**src/rtl/player_ctl_pkg.sv**
```systemverilog
// Shared types and widths for the player sprite position controller.
package player_ctl_pkg;

  localparam int POS_W = 9;
  localparam int VEL_W = 8;

  typedef enum logic [1:0] {
    GROUND = 2'd0,
    RISE   = 2'd1,
    FALL   = 2'd2
  } state_t;

endpackage

```
**src/rtl/player_ctl_rise.sv**
```systemverilog
// Rising-edge detector: one registered delay stage plus AND-NOT.
module rise_edge (
  input  logic pclk,
  input  logic rst,
  input  logic din,
  output logic rise
);

  logic din_d;

  // previous-cycle copy of the input level
  always_ff @(posedge pclk) begin
    if (rst) begin
      din_d <= 1'b0;
    end else begin
      din_d <= din;
    end
  end

  assign rise = din & ~din_d;

endmodule

```
**src/rtl/player_ctl.sv**
```systemverilog
// Per-frame sprite position controller: horizontal clamp plus jump/gravity FSM.
// Optional mid-air second jump is enabled by defining PLAYER_CTL_DOUBLE_JUMP_EN.
module player_ctl
  import player_ctl_pkg::*;
#(
  parameter int X_INIT   = 160,
  parameter int X_MIN    = 0,
  parameter int X_MAX    = 320,
  parameter int X_STEP   = 4,
  parameter int Y_FLOOR  = 220,
  parameter int JUMP_VEL = 12,
  parameter int GRAVITY  = 1,
  parameter int VEL_MAX  = 10
) (
  input  logic             pclk,
  input  logic             rst,
  input  logic             vsync,
  input  logic             game_en,
  input  logic             btn_left,
  input  logic             btn_right,
  input  logic             btn_jump,
  output logic [POS_W-1:0] xpos,
  output logic [POS_W-1:0] ypos,
  output logic             airborne,
  output logic             landed
);

  localparam logic [9:0]       X_MIN_W   = 10'(X_MIN);
  localparam logic [9:0]       X_MAX_W   = 10'(X_MAX);
  localparam logic [9:0]       X_STEP_W  = 10'(X_STEP);
  localparam logic [9:0]       Y_FLOOR_W = 10'(Y_FLOOR);
  localparam logic [VEL_W-1:0] JUMP_V    = VEL_W'(JUMP_VEL);
  localparam logic [VEL_W-1:0] GRAV_V    = VEL_W'(GRAVITY);
  localparam logic [VEL_W-1:0] VEL_MAX_V = VEL_W'(VEL_MAX);

  logic             tick, jump_edge, jump_now, dbl_go;
  logic             jump_req, jump_req_nxt, landed_nxt;
  state_t           state, state_nxt;
  logic [VEL_W-1:0] vel, vel_nxt;
  logic [POS_W-1:0] xpos_nxt, ypos_nxt;
  logic [9:0]       x_ext, x_up, y_sum;
  logic [VEL_W:0]   vel_up;

  rise_edge u_vsync_edge (.pclk(pclk), .rst(rst), .din(vsync),    .rise(tick));
  rise_edge u_jump_edge  (.pclk(pclk), .rst(rst), .din(btn_jump), .rise(jump_edge));

  // an edge arriving in the tick cycle itself still counts for that tick
  assign jump_now = jump_req | jump_edge;
  assign airborne = (state != GROUND);

`ifdef PLAYER_CTL_DOUBLE_JUMP_EN
  logic double_avail, dbl_nxt;

  assign dbl_go = jump_now & double_avail & (state != GROUND);

  // second-jump credit: spent on use, restored on landing
  always_comb begin
    dbl_nxt = double_avail;
    if (tick && game_en && dbl_go) begin
      dbl_nxt = 1'b0;
    end else if (landed_nxt) begin
      dbl_nxt = 1'b1;
    end else begin
      dbl_nxt = double_avail;
    end
  end

  // second-jump credit register
  always_ff @(posedge pclk) begin
    if (rst) begin
      double_avail <= 1'b1;
    end else begin
      double_avail <= dbl_nxt;
    end
  end
`else
  assign dbl_go = 1'b0;
`endif

  // per-frame position and vertical state update
  always_comb begin
    state_nxt    = state;
    vel_nxt      = vel;
    xpos_nxt     = xpos;
    ypos_nxt     = ypos;
    landed_nxt   = 1'b0;
    jump_req_nxt = tick ? 1'b0 : jump_now;
    x_ext        = {1'b0, xpos};
    x_up         = x_ext + X_STEP_W;
    y_sum        = {1'b0, ypos} + {2'b00, vel};
    vel_up       = {1'b0, vel} + {1'b0, GRAV_V};
    if (tick && game_en) begin
      if (btn_left && !btn_right) begin
        xpos_nxt = (x_ext < X_MIN_W + X_STEP_W) ? POS_W'(X_MIN_W) : POS_W'(x_ext - X_STEP_W);
      end else if (btn_right && !btn_left) begin
        xpos_nxt = (x_up > X_MAX_W) ? POS_W'(X_MAX_W) : x_up[POS_W-1:0];
      end else begin
        xpos_nxt = xpos;
      end
      case (state)
        GROUND: begin
          if (jump_now) begin
            state_nxt = RISE;
            vel_nxt   = JUMP_V;
          end else begin
            state_nxt = GROUND;
          end
        end
        RISE, FALL: begin
          if (dbl_go) begin
            state_nxt = RISE;
            vel_nxt   = JUMP_V;
          end else if (state == RISE) begin
            if ({1'b0, vel} > ypos) begin
              ypos_nxt  = '0;
              state_nxt = FALL;
              vel_nxt   = '0;
            end else begin
              ypos_nxt = ypos - {1'b0, vel};
              if (vel <= GRAV_V) begin
                state_nxt = FALL;
                vel_nxt   = '0;
              end else begin
                vel_nxt = vel - GRAV_V;
              end
            end
          end else if (y_sum >= Y_FLOOR_W) begin
            ypos_nxt   = POS_W'(Y_FLOOR_W);
            vel_nxt    = '0;
            state_nxt  = GROUND;
            landed_nxt = 1'b1;
          end else begin
            ypos_nxt = y_sum[POS_W-1:0];
            vel_nxt  = (vel_up > {1'b0, VEL_MAX_V}) ? VEL_MAX_V : vel_up[VEL_W-1:0];
          end
        end
        default: begin
          state_nxt = GROUND;
          vel_nxt   = '0;
        end
      endcase
    end else begin
      state_nxt = state;
    end
  end

  // state and output registers
  always_ff @(posedge pclk) begin
    if (rst) begin
      state    <= GROUND;
      vel      <= '0;
      jump_req <= 1'b0;
      xpos     <= POS_W'(X_INIT);
      ypos     <= POS_W'(Y_FLOOR);
      landed   <= 1'b0;
    end else begin
      state    <= state_nxt;
      vel      <= vel_nxt;
      jump_req <= jump_req_nxt;
      xpos     <= xpos_nxt;
      ypos     <= ypos_nxt;
      landed   <= landed_nxt;
    end
  end

endmodule

```
**config.mk**
```make
export PLATFORM = sky130hd
export DESIGN_NAME = player_ctl
export DESIGN_NICKNAME = d
export VERILOG_FILES = /design/src/rtl/player_ctl_pkg.sv /design/src/rtl/player_ctl_rise.sv /design/src/rtl/player_ctl.sv
export SDC_FILE = /design/constraint.sdc
export NUM_CORES = 1
export LEC_CHECK = 0
export BUFFER_PORTS_ARGS = -buffer_cell sky130_fd_sc_hd__buf_2
export CORE_AREA = 2 2 75 77
export DETAILED_ROUTE_END_ITERATION = 7
export DIE_AREA = 0 0 77 79
export GPL_TIMING_DRIVEN = 0
export PLACE_DENSITY = 0.75
export SYNTH_ARGS = -nofsm -noshare
export SYNTH_HDL_FRONTEND = slang
export SYNTH_SLANG_ARGS = --single-unit
export TNS_END_PERCENT = 5
```
**constraint.sdc**
```tcl
create_clock -name pclk -period 6.1 [get_ports pclk]
set_input_delay 0.305 -clock pclk [delete_from_list [all_inputs] [get_ports pclk]]
set_output_delay 0.305 -clock pclk [all_outputs]
set_load 0.01 [all_outputs]
```
==> results.tsv <==
metric	value	unit
Core Region	5338	µm²
Die W	77	µm
wire length of the first global-routing pass	12790	µm
post-synthesis cell count	375	
Crit Path Category	flip-flop to flip-flop	
cell type group with the largest total delay on the critical path	simple AND/OR/NAND/NOR gates	
initial standard-cell utilization of the core	54.08	%
global-route usage over all layers	26.19	%
via density per instance	6.279	
power density cells	156.3	nW/µm²
TritonCTS clock tree	done	
proportion of synthesized flip-flops having asynchronous set or reset	0	%
Post-Route Skew	0.01165	ns
DRT Pass-1 Iters	5	
Max-cap violations	0	
Max IR drop VDD	0.0001481	V
y dimension of the die	79	µm
number of placed instances with taps included	472	
Post-layout nets	443	
worst path required time	6.30	ns
min Tclk post-route	3.328	ns
final setup violation count	0	
clock latency reported for the late side of the worst-skew pair	0.30	ns
unrepaired setup endpoints after global routing	false	
Post-route DRC	0	
number of buffers created by CTS	5	
cell area after synthesis	2887	µm²
number of storage elements in the synthesis netlist	30	
count of buffering cells on the critical path with inverters included	3	
worst min-delay path class	input pin to flip-flop	
via count of the first global-routing pass	2619	
total number of placement rows	27	
post-route ant nets	0	
capturing element type of the critical path	flip-flop	
Hold Violations, Final	0	
number of sinks driven by the clock tree	30	
dominant register cell in the synthesized netlist	dfxtp_1	
Worst path max stage delay	0.46	ns
maximum number of pins on one net before global-route repair	12	
max-slew violations	0	
portion of the clock cycle consumed by the worst path in the final layout	54.56	%
overall overflow remaining after global route	0	
routability cong.	0.9340	
number of instances resized during post-cts repair	0	
Total Neg Setup Slack	0	ns
Least-Margin Pin Slew	0.7698	ns
CP Max Fanout	10	
critical path arrival	3.52	ns
post-DR wirelength/cell	16.57	µm
series of cell instances along the critical path	clkbuf_1, inv_1, ha_1, buf_6, nor3b_2, o311ai_1, and4_1, o32ai_2, o211a_4, or4b_1, a31oi_1	
count of routing violations after the opening detailed-route iteration	289	
layout cells sized above 1	12.25	%
level count of the clock H-tree	2	
CP max stage cell	or4b_1	
clock transition at the registers of the reported paths	0.07	ns
average footprint of a synthesized cell	7.697	µm²
outcome	complete, no violations	
die footprint	6083	µm²
Via Count	3014	
Synth cell types	68	
YS warnings	0	
number of hold-repair buffers added at the cts stage	0	
fraction of the yosys area taken by sequential cells	20.81	%
post-route non-filler standard cell count	480	
kind of start point of the critical path	flip-flop	
Max Buffers Root-to-Sink	2	
number of antenna violations at the first check in global routing	0	
leak pwr	1.181	nW
worst slew margin relative to its limit	48.24	%
Max Fclk	0.3005	GHz
HPWL Detailed	5810	µm
buffer cell driving the clock tree root	clkbuf_8	
EDFF count, synth	0	
core utilization of the finished layout	59.87	%
Layout area overhead	10.71	%
number of port buffers	24	
post-CTS setup repair buffer count	0	
count of boundary I/O pins	27	
total wire length	7952	µm
total power	0.4996	mW
count of antenna diodes in the layout	0	
registers in the layout, indices dropped and copies added, names as in the netlist:
name and cells:
u_vsync_edge.din_d 1, xpos 7, vel 8, state 2, u_jump_edge.din_d 1, jump_req 1, landed 1, ypos 9
path summary, 6_finish.rpt:
path | from | end | slack (ns) | cells past startpoint
max | vel[2] | vel[1] | 2.77 | 11
min | vsync | u_vsync_edge.din_d | 0.24 | 2
max reg2reg | vel[2] | vel[1] | 2.77 | 11
min reg2reg | state[1] | state[1] | 0.50 | 2
synth_stat cells, types with 3 or more instances:
master,instances,area share [%]
buf_4,5,1.3
nor3_1,12,2.1
a311oi_1,3,0.91
dfxtp_1,30,21
o22ai_1,3,0.65
o21ai_0,17,2.9
ha_1,27,12
clkbuf_1,17,2.2
nor2_1,23,3.0
o21a_1,5,1.3
and3_1,3,0.65
or2_2,4,0.87
nand3_1,11,1.9
nand2_1,25,3.3
xnor2_1,4,1.2
mux2i_1,5,1.7
xor2_1,5,1.5
o31ai_1,8,2.1
nor2b_1,11,2.4
a21oi_1,27,4.7
nor4b_1,3,0.91
or4_1,4,1.0
o211ai_1,6,1.6
a31oi_1,10,2.2
nor4_1,5,1.1
a211oi_1,6,1.6
or3_1,4,0.87
a21o_1,6,1.6
inv_1,26,3.4
nand2b_1,10,2.2
layout make-up:
| class | count | area, µm² |
|---|---|---|
| inverters | 26 | 97.59 |
| flip-flops and latches | 30 | 600.6 |
| plain buffers | 24 | 116.4 |
| multi-input cells | 296 | 2076 |
| clock inverters | 2 | 12.51 |
| well taps | 72 | 90.09 |
| fillers | 519 | 2142 |
| clock buffers | 6 | 82.58 |
| repair buffers | 24 | 120.1 |
routing by layer:
layer  vias to the layer above  track usage [%]  wire length [µm]
met2                       156            43.07              3605
li1                       1443                -                 -
met3                        19            3.864               620
met5                         -                0                 0
met4                         0            8.036               148
met1                      1396            35.66              3578
power by group:
part / internal [mW] / leakage (nW) / switching [mW]
Sequential: 0.202 / 0.244 / 0.00523
Clock: 0.0906 / 0.0472 / 0.0854
Combinational: 0.0445 / 0.891 / 0.0718
worst reg2reg max path, cell delays in order, from the launching register on:
cell and delay [ns]:
dfxtp_1 0.36, clkbuf_1 0.36, inv_1 0.14, ha_1 0.31, buf_6 0.14, nor3b_2 0.27
o311ai_1 0.20, and4_1 0.27, o32ai_2 0.19, o211a_4 0.27, or4b_1 0.46, a31oi_1 0.25
cells by family (layout without fill, tap and decap cells):
family / count (synthesis) / in the layout / share of synthesized area [%]
AOI/OAI and AO/OA: 121 / 121 / 29.65
xor gates and xnor gates: 9 / 9 / 2.731
adders and majority gates: 29 / 29 / 13.09
buffers and inverters: 50 / 82 / 7.412
DFF: 30 / 30 / 20.81
muxes: 5 / 5 / 1.734
other: 1 / 2 / 0.1299
and+or+nand+nor: 130 / 130 / 24.45
metrics by stage:
step | hold slack (ns) | setup WS (ns) | area, µm²
floorplan | 0.4332 | 3.293 | 2890
global placement | 0.4811 | 2.933 | 3100
detailed placement | 0.4996 | 2.902 | 3100
CTS | 0.2426 | 2.881 | 3196
global route | 0.2457 | 2.661 | 3196
finish | 0.2392 | 2.772 | 3196
cell usage in the layout (no fill, tap or decap), types with 3 or more instances in the layout:
cell type  netlist  layout
nand3_1         11      11
dfxtp_1         30      30
clkbuf_1        17      17
nor2_1          23      23
xor2_1           5       5
nor3_1          12      12
mux2i_1          5       5
and3_1           3       3
clkbuf_8         0       6
o211ai_1         6       6
nand2b_1        10      10
or2_2            4       4
buf_4            5       5
a21oi_1         27      27
inv_1           26      26
o22ai_1          3       3
a21o_1           6       6
or3_1            4       4
o21ai_0         17      17
ha_1            27      27
o21a_1           5       5
a211oi_1         6       6
nor4b_1          3       3
buf_2            0      24
nor2b_1         11      11
xnor2_1          4       4
o31ai_1          8       8
or4_1            4       4
nor4_1           5       5
nand2_1         25      25
a31oi_1         10      10
a311oi_1         3       3
No activity file was read; power rests on OpenSTA's default activity.
